$ cat config.mk
export PLATFORM = sky130hd
export DESIGN_NAME = spi_link_scheduler_flat
export DESIGN_NICKNAME = d
export VERILOG_FILES = /design/src/rtl/spi_link_pkg.sv /design/src/rtl/spi_link_scheduler_if.sv /design/src/rtl/tick_edge_sync.sv /design/src/rtl/spi_link_scheduler.sv /design/src/flat_wrapper.sv
export SDC_FILE = /design/constraint.sdc
export NUM_CORES = 1
export LEC_CHECK = 0
export BUFFER_PORTS_ARGS = -buffer_cell sky130_fd_sc_hd__buf_4
export CAP_MARGIN = 20
export CORE_MARGIN = 5
export CORE_UTILIZATION = 30
export DETAILED_ROUTE_END_ITERATION = 16
export SYNTH_ARGS = -nofsm -noshare
export SYNTH_HDL_FRONTEND = slang
export SYNTH_SLANG_ARGS = --single-unit
$ cat constraint.sdc
create_clock -name clk -period 2.9 [get_ports clk]
set_input_delay 0.58 -clock clk [delete_from_list [all_inputs] [get_ports clk]]
set_output_delay 0.58 -clock clk [all_outputs]
set_load 0.05 [all_outputs]
$ cat src/rtl/spi_link_pkg.sv
// Shared state encoding and header constants for the SPI link scheduler.
package spi_link_pkg;
  typedef enum logic [2:0] {IDLE, SNAP, NEXT, ISSUE, WAIT_DONE, FIN} state_e;

  localparam logic [15:0] HDR_MAGIC   = 16'hA5A5;
  localparam logic [2:0]  HDR_CHAN    = 3'd7;
  localparam int          DEF_DW      = 32;
  localparam int          DEF_TIMEOUT = 1023;
endpackage

$ cat src/rtl/spi_link_scheduler_if.sv
// Word handshake between the link scheduler (master) and the SPI shifter (slave).
interface spi_link_scheduler_if #(parameter int DW = spi_link_pkg::DEF_DW);
  logic          tx_start;
  logic [DW-1:0] tx_word;
  logic [2:0]    tx_chan;
  logic          tx_busy;
  logic          tx_done;

  modport master (output tx_start, tx_word, tx_chan, input tx_busy, tx_done);
  modport slave  (input tx_start, tx_word, tx_chan, output tx_busy, tx_done);
endinterface

$ cat src/rtl/tick_edge_sync.sv
// Two-flop synchroniser plus registered rising-edge pulse; pulse lands 3 clk after the input rises.
module tick_edge_sync (
  input  logic clk,
  input  logic reset,
  input  logic async_in,
  output logic pulse
);
  logic [2:0] sr;

  always_ff @(posedge clk) begin
    if (reset) begin
      sr    <= '0;
      pulse <= 1'b0;
    end else begin
      sr    <= {sr[1:0], async_in};
      pulse <= sr[1] & ~sr[2];
    end
  end
endmodule

$ cat src/rtl/spi_link_scheduler.sv
// Per-tick frame scheduler feeding channel words to the SPI shifter.
// Optional header word per frame when SPI_LINK_HEADER_EN is defined.
module spi_link_scheduler
  import spi_link_pkg::*;
#(
  parameter int NCH     = 4,
  parameter int DW      = DEF_DW,
  parameter int TIMEOUT = DEF_TIMEOUT
) (
  input  logic                clk,
  input  logic                reset,
  input  logic                sim_tick,
  input  logic [NCH*DW-1:0]   ch_data,
  input  logic [NCH-1:0]      ch_en,
  spi_link_scheduler_if.master tx,
  output logic                frame_done,
  output logic                overrun,
  output logic                timeout_err,
  output logic [15:0]         frame_cnt
);
`ifdef SPI_LINK_HEADER_EN
  localparam int NDATA = (NCH > 7) ? 7 : NCH;
`else
  localparam int NDATA = NCH;
`endif
  localparam logic [7:0] USE_MASK = 8'((9'd1 << NDATA) - 9'd1);
  localparam int         TW       = (TIMEOUT > 1) ? $clog2(TIMEOUT) : 1;
  localparam logic [TW-1:0] TO_LAST = TW'(TIMEOUT - 1);

  state_e              state;
  logic                tick_p;
  logic [7:0][DW-1:0]  snap;
  logic [7:0]          pend_mask;
  logic [2:0]          idx;
  logic [TW-1:0]       to_cnt;
  logic [7:0]          cand;
  logic                found;
  logic [2:0]          nxt;
`ifdef SPI_LINK_HEADER_EN
  logic                hdr_pend;
  logic [31:0]         hdr_word;
  assign hdr_word = {HDR_MAGIC, frame_cnt[7:0], pend_mask};
`endif

  tick_edge_sync u_tick (.clk(clk), .reset(reset), .async_in(sim_tick), .pulse(tick_p));

  // Lowest pending channel at or above idx.
  always_comb begin
    cand  = pend_mask & (8'hFF << idx);
    found = |cand;
    nxt   = '0;
    for (int i = 7; i >= 0; i--)
      if (cand[i]) nxt = 3'(i);
  end

  // Start is combinational so it fires in the ISSUE cycle itself, the moment the shifter is free.
  assign tx.tx_start = (state == ISSUE) && !tx.tx_busy && !reset;

  always_ff @(posedge clk) begin
    if (reset) begin
      state       <= IDLE;
      snap        <= '0;
      pend_mask   <= '0;
      idx         <= '0;
      to_cnt      <= '0;
      tx.tx_word  <= '0;
      tx.tx_chan  <= '0;
      frame_done  <= 1'b0;
      overrun     <= 1'b0;
      timeout_err <= 1'b0;
      frame_cnt   <= '0;
`ifdef SPI_LINK_HEADER_EN
      hdr_pend    <= 1'b0;
`endif
    end else begin
      frame_done <= 1'b0;
      if (tick_p && state != IDLE) overrun <= 1'b1;
      case (state)
        IDLE: if (tick_p) state <= SNAP;
        SNAP: begin
          for (int i = 0; i < NCH; i++) snap[i] <= ch_data[i*DW +: DW];
          pend_mask <= 8'(ch_en) & USE_MASK;
          idx       <= '0;
`ifdef SPI_LINK_HEADER_EN
          hdr_pend  <= 1'b1;
`endif
          state     <= NEXT;
        end
        NEXT: begin
`ifdef SPI_LINK_HEADER_EN
          if (hdr_pend) begin
            tx.tx_word <= DW'(hdr_word);
            tx.tx_chan <= HDR_CHAN;
            state      <= ISSUE;
          end else
`endif
          if (found) begin
            idx        <= nxt;
            tx.tx_word <= snap[nxt];
            tx.tx_chan <= nxt;
            state      <= ISSUE;
          end else begin
            state <= FIN;
          end
        end
        ISSUE: if (!tx.tx_busy) begin
`ifdef SPI_LINK_HEADER_EN
          if (hdr_pend) hdr_pend <= 1'b0;
          else
`endif
          pend_mask[idx] <= 1'b0;
          to_cnt <= '0;
          state  <= WAIT_DONE;
        end
        WAIT_DONE: begin
          if (tx.tx_done) begin
            state <= NEXT;
          end else if (to_cnt == TO_LAST) begin
            timeout_err <= 1'b1;
            state       <= NEXT;
          end else begin
            to_cnt <= to_cnt + 1'b1;
          end
        end
        FIN: begin
          frame_done <= 1'b1;
          frame_cnt  <= frame_cnt + 16'd1;
          state      <= IDLE;
        end
        default: state <= IDLE;
      endcase
    end
  end
endmodule

$ cat src/flat_wrapper.sv
// flat-port wrapper written by rule: the top's interface ports become plain ports
module spi_link_scheduler_flat import spi_link_pkg::*;
#(
  parameter int NCH     = 4,
  parameter int DW      = DEF_DW,
  parameter int TIMEOUT = DEF_TIMEOUT
)
  (clk, reset, sim_tick, ch_data, ch_en, frame_done, overrun, timeout_err, frame_cnt, tx_tx_start, tx_tx_word, tx_tx_chan, tx_tx_busy, tx_tx_done);
  spi_link_scheduler_if #(.DW(DW)) tx_i ();
  input  logic clk;
  input  logic reset;
  input  logic sim_tick;
  input  logic [NCH*DW-1:0] ch_data;
  input  logic [NCH-1:0] ch_en;
  output logic frame_done;
  output logic overrun;
  output logic timeout_err;
  output logic [15:0] frame_cnt;
  output wire logic [$bits(tx_i.tx_start)-1:0] tx_tx_start;
  output wire logic [$bits(tx_i.tx_word)-1:0] tx_tx_word;
  output wire logic [$bits(tx_i.tx_chan)-1:0] tx_tx_chan;
  input wire logic [$bits(tx_i.tx_busy)-1:0] tx_tx_busy;
  input wire logic [$bits(tx_i.tx_done)-1:0] tx_tx_done;
  assign tx_tx_start = tx_i.tx_start;
  assign tx_tx_word = tx_i.tx_word;
  assign tx_tx_chan = tx_i.tx_chan;
  assign tx_i.tx_busy = tx_tx_busy;
  assign tx_i.tx_done = tx_tx_done;
  spi_link_scheduler #(.NCH(NCH), .DW(DW), .TIMEOUT(TIMEOUT)) u_core (.clk(clk), .reset(reset), .sim_tick(sim_tick), .ch_data(ch_data), .ch_en(ch_en), .tx(tx_i), .frame_done(frame_done), .overrun(overrun), .timeout_err(timeout_err), .frame_cnt(frame_cnt));
endmodule
# Word level (Yosys, flattened, before mapping)
# Cells that the tools add are included.
word_totals:
  wordCells: 85
  ff_bits: 210
op_classes:
  reduce_logical: 18
  n_addsub: 2
  muxes: 27
  n_lt_le_gt_ge: 3
  bitwise_logic: 6
  n_eq_ne: 12
  n_shift: 1
ops:
  columns: ["operator", "n"]
  rows:
  - ["$bmux 32 s3", 1]
  - ["$mux 3", 14]
  - ["$mux 32", 1]
  - ["$mux 10", 3]
  - ["$pmux 10 s2", 1]
  - ["$add 16x1->16 const B", 1]
  - ["$and 8x8->8", 2]
  - ["$pmux 8 s2", 1]
  - ["$pmux 3 s5", 1]
  - ["$add 10x1->10 const B", 1]
  - ["$eq 10x10->1 const B", 1]
  - ["$lt 3x4->1 const B", 2]
  - ["$mux 8", 1]
  - ["$ne 2x2->1 const B", 4]
  - ["$not 8->8", 1]
  - ["$reduce_or 8->1", 1]
  - ["$shl 8x3->8 const A", 1]
  - ["$eq 3x2->1 const B", 2]
  - ["$eq 3x3->1 const B", 2]
  - ["$pmux 3 s2", 1]
  - ["$reduce_and 2->1", 3]
  - ["$reduce_and 3->1", 2]
  - ["$reduce_bool 2->1", 3]
  - ["$logic_and 1x1->1", 4]
  - ["other kinds (12)", 15]

# Longest topological paths before layout
# Gate-level depths: netlist of run 1.
depth:
  ltp_word: 12
  depth_mapped: 9
  ltp_nobuf: 8

# Hierarchy
# Synthesis of run 1 repeated with hierarchy kept, for this count alone.
unflattened:
  hier_cells: 1073
  hier_area_um2: 8702.1
by_module_without_submodules:
  columns: ["module", "cells_per_inst", "instances", "seq_area_each_um2", "area_each_um2"]
  rows:
  - ["spi_link_scheduler", 1065, 1, 4124.0, 8590.7]
  - ["tick_edge_sync", 8, 1, 80.1, 111.4]

# Worst setup path after synthesis of run 1
# Ideal clock, no wire load.
synth_timing:
  kind: "input-to-output"
  start: "input port reset"
  end: "output port tx_tx_start"
  n_path_buf: 2
  path_slack_ps: 242
  required_time_ps: 2320
  cell_stages: 3
  arrival_time_ps: 2078
  path_cell_list: "clkbuf_1 clkbuf_1 nor3_1"
synth_via:
  elab_chain_len: 2
synth_rtl:
  columns: ["item", "line", "rtl"]
  rows:
  - ["start: declaration", "flat_wrapper.sv:11", "input logic reset;"]
  - ["$logic_not 1->1", "spi_link_scheduler.sv:57", "assign tx.tx_start = (state == ISSUE) && !tx.tx_busy && !reset;"]
  - ["$logic_and 1x1->1", "spi_link_scheduler.sv:57", null]
  - ["end: declaration", "flat_wrapper.sv:19", "output wire logic [$bits(tx_i.tx_start)-1:0] tx_tx_start;"]
# Every way passes these cells.

# Worst setup path in the final report of run 1
layout_timing:
  start: "register u_core.state[1]"
  end: "output port tx_tx_start"
layout_via:
  elab_chain_len: 3
layout_rtl:
  columns: ["item", "line", "rtl"]
  rows:
  - ["start: declaration", "spi_link_scheduler.sv:30", "state_e state;"]
  - ["start signal: assignment", "spi_link_scheduler.sv:61", "state <= IDLE;"]
  - ["start signal: assignment", "spi_link_scheduler.sv:79", "IDLE: if (tick_p) state <= SNAP;"]
  - ["start signal: assignment", "spi_link_scheduler.sv:87", "state <= NEXT;"]
  - ["$eq 3x2->1", "spi_link_scheduler.sv:57", null]
  - ["$logic_and 1x1->1 (2 in series)", "spi_link_scheduler.sv:57", null]
# Every way passes these cells.

==> flow_summary.toml, run 1 <==
[route]
first_pass_iters = 5
vias = 7745
drc_errors = 0
wirelength_um = 25700
drt_first_iter_violations = 398
routed_length_per_placed_instance_um = 15.8
detail_route.vias_per_cell = 4.75
drt.antenna.violating_nets = 0

[logic_synthesis]
netlist.top_cell.by_area = "sky130_fd_sc_hd__dfxtp_1"
yosys-top-cells-count = "340 x sky130_fd_sc_hd__nand2_1, 210 x sky130_fd_sc_hd__dfxtp_1, 151 x sky130_fd_sc_hd__a21oi_1"
post-synth-top-area-fraction_pct = 48.0
count_of_flip_flops_with_a_built_in_enable_after_synthesis = 0
ys_seq_area_share_pct = 48.0
syn-num-nets = 1213
synth.lib_cells_used.distinct = 54
share_of_synthesized_registers_carrying_an_async_set_or_reset_pct = 0
syn-instance-count = 1073
synth.top_cells.by_area = "sky130_fd_sc_hd__dfxtp_1 48%, sky130_fd_sc_hd__nand2_1 15%, sky130_fd_sc_hd__a21oi_1 8.6%"
ys_seq_elements = 210
synth_area_per_cell_um2 = 8.17
yosysWarnings = 0
yosysMostFrequentCell = "sky130_fd_sc_hd__nand2_1"
synth_area_mm2 = 0.00876
synthFlopType = "sky130_fd_sc_hd__dfxtp_1"

[pwr]
power.ir.vdd_worst_v = 0.000291
p_per_area_mw_per_mm2 = 577
p_leak_uw = 0.00435
post-layout-total-power_uw = 6550

[setup_path]
critPathKind = "reg2out"
setup.worst_path.end_class = "output pin"
worstPathRequired_ns = 2.32
crit_path_max_fanout = 12
critical_path_arrival_ns = 1.92
reg2reg_setup_slack_ns = 0.41
crit_path_start_kind = "register"

[place]
detailed_place.area_mm2 = 0.0105
io_buffers = 191
hpwlAfterDp_um = 17800
place_congestion = 0.813
post-place-cells = 1586

[grt]
gr-usage-all-layers_pct = 15.0
grt_overflow = 0
initial_antenna_violation_count = 1
vias_in_the_first_global_route = 7742
grt_pass1_wl_um = 41100
pin_count_of_the_biggest_net_entering_global_routing = 123

[sta]
sum_of_negative_setup_slack_ns = 0
worst_slew_pin_slew_ns = 0.855
setup_viol = 0
post-route-min-period_ns = 2.50
finalHoldViolCount = 0
relSlewSlack_pct = 43.0
rsz0062_at_grt = "false"
achievable-frequency_mhz = 400
min_period_over_period_pct = 86.3
final_max_slew_viol_count = 0
fin_worst_skew_ns = 0.0169

[clock_network]
hold_buffers = 0
clockRootBuffer = "sky130_fd_sc_hd__clkbuf_16"
cts_inserted_buffers = 25
cts-htree-levels = 1
cts_resized = 0
cts.repair_timing.setup_buffer_count = 0
cts_tree = "yes"
cts.path.max_buffers = 3
insertion_delay_ns = 0.51
numClockSinks = 210
clkSlewWorstSetupHoldPaths_ns = 0.06

[cells_and_area]
final_nets = 1369
design_area_mm2 = 0.0113
finish.cell_count_without_fillers = 1631
syn_to_final_growth_pct = 29.4
drive_above_1_share_pct = 22.6
final_core_utilization_pct = 39.4

[run]
max-cap-violations = 0

[hold_path]
hold_class = "in2reg"

[floorplanning]
placeableCoreArea_mm2 = 0.0288
die-area_mm2 = 0.0327
initial_core_util_pct = 30.4
dieWidth_um = 181
placementRows = 62
die_h_um = 181
number_of_i_o_pins = 192

[status]
outcome = "completed"
==> routing by layer <==
metal	wire length (µm)	part of all wire (%)	global-route usage [%]
met1	11800	46	19.4
met2	12000	46	25.2
met3	1170	4.5	2.96
met4	846	3.3	4.90
met5	0	0	0
==> worst max-delay path, stage by stage, from the launching register on <==
cell                       delay, ns
sky130_fd_sc_hd__dfxtp_1        0.51
sky130_fd_sc_hd__nand3b_1       0.41
sky130_fd_sc_hd__nor3_1         0.26
sky130_fd_sc_hd__buf_4          0.23
==> flip-flops by register name, indices dropped and copies added (netlist names), 3 cells and up <==
register and cells:
u_core.frame_cnt 16, u_core.idx 3, u_core.pend_mask 8, u_core.snap 128
u_core.state 3, u_core.to_cnt 10, u_core.tx.tx_chan 3, u_core.tx.tx_word 32
u_core.u_tick.sr 3
==> where the power goes <==
part           internal, µW  switching (µW)
Combinational           202             219
Clock                  1960            1200
Sequential             2940            30.2
Total                  5100            1450
==> cell type report <==
| type | instances | area [µm²] |
|---|---|---|
| antenna | 1 | 2.50 |
| inverter | 31 | 116 |
| multi-input combinational | 757 | 4100 |
| clock buffer | 38 | 754 |
| clock inverter | 6 | 82.6 |
| timing repair buffer | 204 | 1600 |
| tap | 384 | 480 |
| fill | 2960 | 17400 |
| sequential | 210 | 4200 |
==> cell usage in the layout (no fill, tap or decap), types with 8 or more instances in the layout <==
cell	synthesis	layout
sky130_fd_sc_hd__nand2_1	340	340
sky130_fd_sc_hd__dfxtp_1	210	210
sky130_fd_sc_hd__buf_4	2	198
sky130_fd_sc_hd__a21oi_1	151	151
sky130_fd_sc_hd__nor2_1	40	40
sky130_fd_sc_hd__mux2i_1	33	33
sky130_fd_sc_hd__inv_1	31	31
sky130_fd_sc_hd__clkbuf_16	0	25
sky130_fd_sc_hd__mux2_2	23	23
sky130_fd_sc_hd__o221ai_1	23	23
sky130_fd_sc_hd__o21ai_0	14	14
sky130_fd_sc_hd__nand3_1	11	11
sky130_fd_sc_hd__xor2_1	11	11
sky130_fd_sc_hd__nor3_1	9	9
sky130_fd_sc_hd__nor2b_1	9	9
sky130_fd_sc_hd__mux2_1	9	9
sky130_fd_sc_hd__a221o_1	9	9
sky130_fd_sc_hd__xnor2_1	8	8
sky130_fd_sc_hd__and3_1	8	8
sky130_fd_sc_hd__clkbuf_8	0	8
==> stage by stage <==
| stage | worst slack, ns | hold slack (ns) |
|---|---|---|
| floorplan | 0.242 | 0.367 |
| global route | 0.231 | 0.298 |
| finish | 0.398 | 0.291 |
| detailed placement | 0.430 | 0.373 |
| global placement | 0.480 | 0.372 |
| CTS | 0.340 | 0.266 |
==> cells by family after synthesis <==
logic type | Yosys count | synth area share, %
compound gates | 219 | 15.0
xor+xnor | 19 | 1.90
fa+ha+maj | 3 | 0.428
buf+inv | 106 | 5.37
flops | 210 | 48.0
mux | 65 | 7.88
simple gates | 451 | 21.5
==> final timing paths <==
check | from | endpoint | cells past startpoint
worst min register to register | u_core.u_tick.sr[2] | u_core.u_tick.pulse | 1
worst min-delay path | sim_tick | u_core.u_tick.sr[0] | 2
worst max register to register | u_core.idx[0] | u_core.tx.tx_word[15] | 7
worst max-delay path | u_core.state[1] | tx_tx_start | 3
(Power assumes the default switching activity.)
==> inputs of run 2 (changes only) <==
--- a/config.mk
+++ b/config.mk
@@ -5,11 +5,13 @@
 export SDC_FILE = /design/constraint.sdc
 export NUM_CORES = 1
 export LEC_CHECK = 0
+export ABC_AREA = 1
 export BUFFER_PORTS_ARGS = -buffer_cell sky130_fd_sc_hd__buf_4
 export CAP_MARGIN = 20
 export CORE_MARGIN = 5
 export CORE_UTILIZATION = 30
 export DETAILED_ROUTE_END_ITERATION = 16
+export GPL_TIMING_DRIVEN = 0
 export SYNTH_ARGS = -nofsm -noshare
 export SYNTH_HDL_FRONTEND = slang
 export SYNTH_SLANG_ARGS = --single-unit
==> constraint.sdc (replaced) <==
create_clock -name clk -period 2.9 [get_ports clk]
set_input_delay 0 -clock clk [delete_from_list [all_inputs] [get_ports clk]]
set_output_delay 0 -clock clk [all_outputs]
set_load 0.05 [all_outputs]
==> run 2 against run 1 <==
Against the previous run:
- combinational power rose by 90%
- cell count rose by 24%
- worst setup slack improved by 0.15 ns
- sequential share of layout area fell by 5.0 points
- critical path type is now reg2reg
- critical endpoint is now u_core.snap[24]
- highest routed layer unchanged
==> flow_summary.toml, run 2 <==
[cells_and_area]
final.fill_count = 3053
largest_reg_flops = 128
max_flop_register = "u_core.snap"
layout.cells.most_common_list = "231 x sky130_fd_sc_hd__nand2_1, 210 x sky130_fd_sc_hd__dfxtp_1, 192 x sky130_fd_sc_hd__buf_4"
seq_area_mm2 = 0.00420
finish.cell_count_without_fillers = 2021
drive_above_1_share_pct = 17.2
multi_input_comb_area_mm2 = 0.00378
syn_to_final_growth_pct = 45.0
largest_registers = "u_core.snap x128, u_core.tx.tx_word x32, u_core.frame_cnt x16"
antenna_cells = 0
final_nets = 1753
leading_cell_type_in_the_layout_fill_and_taps_excluded = "sky130_fd_sc_hd__nand2_1"

[clock_network]
clkSlewWorstSetupHoldPaths_ns = 0.06
cts_inserted_buffers = 24
clockRootBuffer = "sky130_fd_sc_hd__clkbuf_16"
cts-htree-levels = 1
insertion_delay_ns = 0.53
cts_resized = 0
cts_tree = "yes"
numClockSinks = 210
cts.path.max_buffers = 3

[place]
io_buffers = 190
hpwlAfterDp_um = 23200
post-place-cells = 1842
place_congestion = 0.860
worst_setup_timing_slack_at_the_placement_stage_ns = 0.516

[logic_synthesis]
yosys.area_share.simple_pct = 22.1
share_of_synthesized_registers_carrying_an_async_set_or_reset_pct = 0
synth_compound_area_share_pct = 19.1
yosysWarnings = 0
synth_area_mm2 = 0.00903
netlist.top_cell.by_area = "sky130_fd_sc_hd__dfxtp_1"
post-synth-top-area-fraction_pct = 46.6
synth_mux_area_share_pct = 0
synth_top_family_by_area = "simple AND/OR/NAND/NOR gates"
synthFlopType = "sky130_fd_sc_hd__dfxtp_1"
ys_seq_elements = 210
count_of_flip_flops_with_a_built_in_enable_after_synthesis = 0
syn-num-nets = 1402
synth_fa_ha_area_share_pct = 0.416
yosysMostFrequentCell = "sky130_fd_sc_hd__nand2_1"
syn-instance-count = 1262
ys_seq_area_share_pct = 46.6
synth.top_cells.by_area = "sky130_fd_sc_hd__dfxtp_1 47%, sky130_fd_sc_hd__a21oi_1 10%, sky130_fd_sc_hd__nand2_1 9.6%"
synth_area_per_cell_um2 = 7.15
yosys-top-cells-count = "231 x sky130_fd_sc_hd__nand2_1, 210 x sky130_fd_sc_hd__dfxtp_1, 187 x sky130_fd_sc_hd__a21oi_1"
synth.lib_cells_used.distinct = 36
xor_xnor_share_of_the_synthesized_area_pct = 0.291

[grt]
grt_pass1_wl_um = 49200
initial_antenna_violation_count = 0
vias_in_the_first_global_route = 9239
pin_count_of_the_biggest_net_entering_global_routing = 14
gr-usage-all-layers_pct = 18.3
grt_overflow = 0

[hold_path]
worst_hold_startpoint = "sim_tick"
hold_class = "in2reg"

[run]
max-cap-violations = 0

[floorplanning]
number_of_i_o_pins = 192
die-area_mm2 = 0.0337
placeableCoreArea_mm2 = 0.0296
dieWidth_um = 183
placementRows = 63
die_h_um = 183
initial_core_util_pct = 30.5

[sta]
sum_of_negative_setup_slack_ns = 0
setup_viol = 0
min_period_over_period_pct = 81.1
fin_worst_skew_ns = 0.0140
achievable-frequency_mhz = 425
layout_setup_ws_ns = 0.548
finalHoldViolCount = 0
rsz0062_at_grt = "false"
final_max_slew_viol_count = 0
post-route-min-period_ns = 2.35
worst_slew_pin_slew_ns = 0.828
final.hold.worst_slack_ns = 0.254
relSlewSlack_pct = 44.8

[setup_path]
timing.critical_path.slowest_stage_cell = "sky130_fd_sc_hd__clkbuf_1"
cell_chain_critical_path = "nor3_2, inv_1, clkbuf_1, clkbuf_1, a21oi_1"
setup.worst_path.end_class = "register"
cp.buffers_inverters = 3
worstPathRequired_ns = 3.29
worstSetupStartpoint = "u_core.state[2]"
critical_path.most_common_cell = "sky130_fd_sc_hd__clkbuf_1"
cpPeakStageDelay_ns = 0.66
crit_path_start_kind = "register"
critical_path_arrival_ns = 2.75
crit_path_max_fanout = 10
timing.critical_path.max_delay_family = "buffers and inverters"
reg2reg_setup_slack_ns = 0.55
worst_r2r_startpoint = "u_core.state[2]"
critPathKind = "reg2reg"

[route]
detail_route.vias_per_cell = 4.67
drt_first_iter_violations = 457
first_pass_iters = 5
routed_length_per_placed_instance_um = 15.8
drc_errors = 0
vias = 9433
drt.antenna.violating_nets = 0
wirelength_um = 32000

[pwr]
sequentialPowerShare_pct = 43.6
post-layout-total-power_uw = 6870
p_per_area_mw_per_mm2 = 525
share_clk_of_total_power_pct = 44.8
intPower_uw = 5170
power.net_switching_uw = 1710
power.ir.vdd_worst_v = 0.000324
p_comb_share_pct = 11.7
swShare_pct = 24.8
p_leak_uw = 0.00556

[status]
outcome = "completed"
[run 2: cell families (layout without fill, tap and decap cells)]
group                      count (synthesis)  after routing
AOI/OAI and AO/OA                        339            339
xor gates and xnor gates                   3              3
adders and majority gates                  3              3
and+or+nand+nor                          450            450
DFF                                      210            210
buffers and inverters                    257            626
[run 2: layer usage]
layer	global-route usage, %	part of all wire, %	wire length [µm]	vias to the layer above
met5	0	0	0	-
met4	5.21	2.8	909	0
met3	2.30	5.1	1630	55
met2	31.1	47	14900	258
met1	24.4	45	14500	4314
li1	-	-	-	4806
[run 2: path summary, 6_finish.rpt]
check,end,depth (start not counted)
setup reg to reg,u_core.snap[24],5
hold reg to reg,u_core.u_tick.pulse,1
hold / removal,u_core.u_tick.sr[0],4
setup / recovery,u_core.snap[24],5
[run 2: cell type report]
type                       instances  share of cell area [%]
buffer                            85                    3.02
inverter                         172                    4.93
sequential                       210                    32.1
tap                              390                    3.73
timing repair buffer             325                    21.2
clock buffer                      33                    5.15
clock inverter                    11                   0.946
multi-input combinational        795                    28.9
[run 2: stage by stage]
| step | utilization (%) | cell area [µm²] |
|---|---|---|
| 4_1_cts | 44.2 | 13100 |
| 6_report | 44.2 | 13100 |
| 2_1_floorplan | - | 9030 |
| 5_1_grt | 44.2 | 13100 |
| 3_3_place_gp | 36.9 | 10900 |
| 3_5_place_dp | 36.9 | 10900 |
[run 2: power groups by stage]
stage / combinational, µW / sequential, µW / clock, µW
5_1_grt: 888 / 3000 / 3240
3_5_place_dp: 649 / 3060 / 0
6_report: 801 / 3000 / 3080
3_3_place_gp: 644 / 3060 / 0
4_1_cts: 800 / 3000 / 3120
2_1_floorplan: 354 / 3060 / 0
[run 2: tightest hold or removal path, cell delays in order]
cell and delay [ns]:
sky130_fd_sc_hd__dlygate4sd3_1 0.53, sky130_fd_sc_hd__buf_4 0.11, sky130_fd_sc_hd__inv_1 0.03, sky130_fd_sc_hd__nor2_1 0.07
[run 2: repair_timing]
action,CTS,global route
hold endpoints to repair,137,0
setup buffers,0,0
hold buffers,135,0
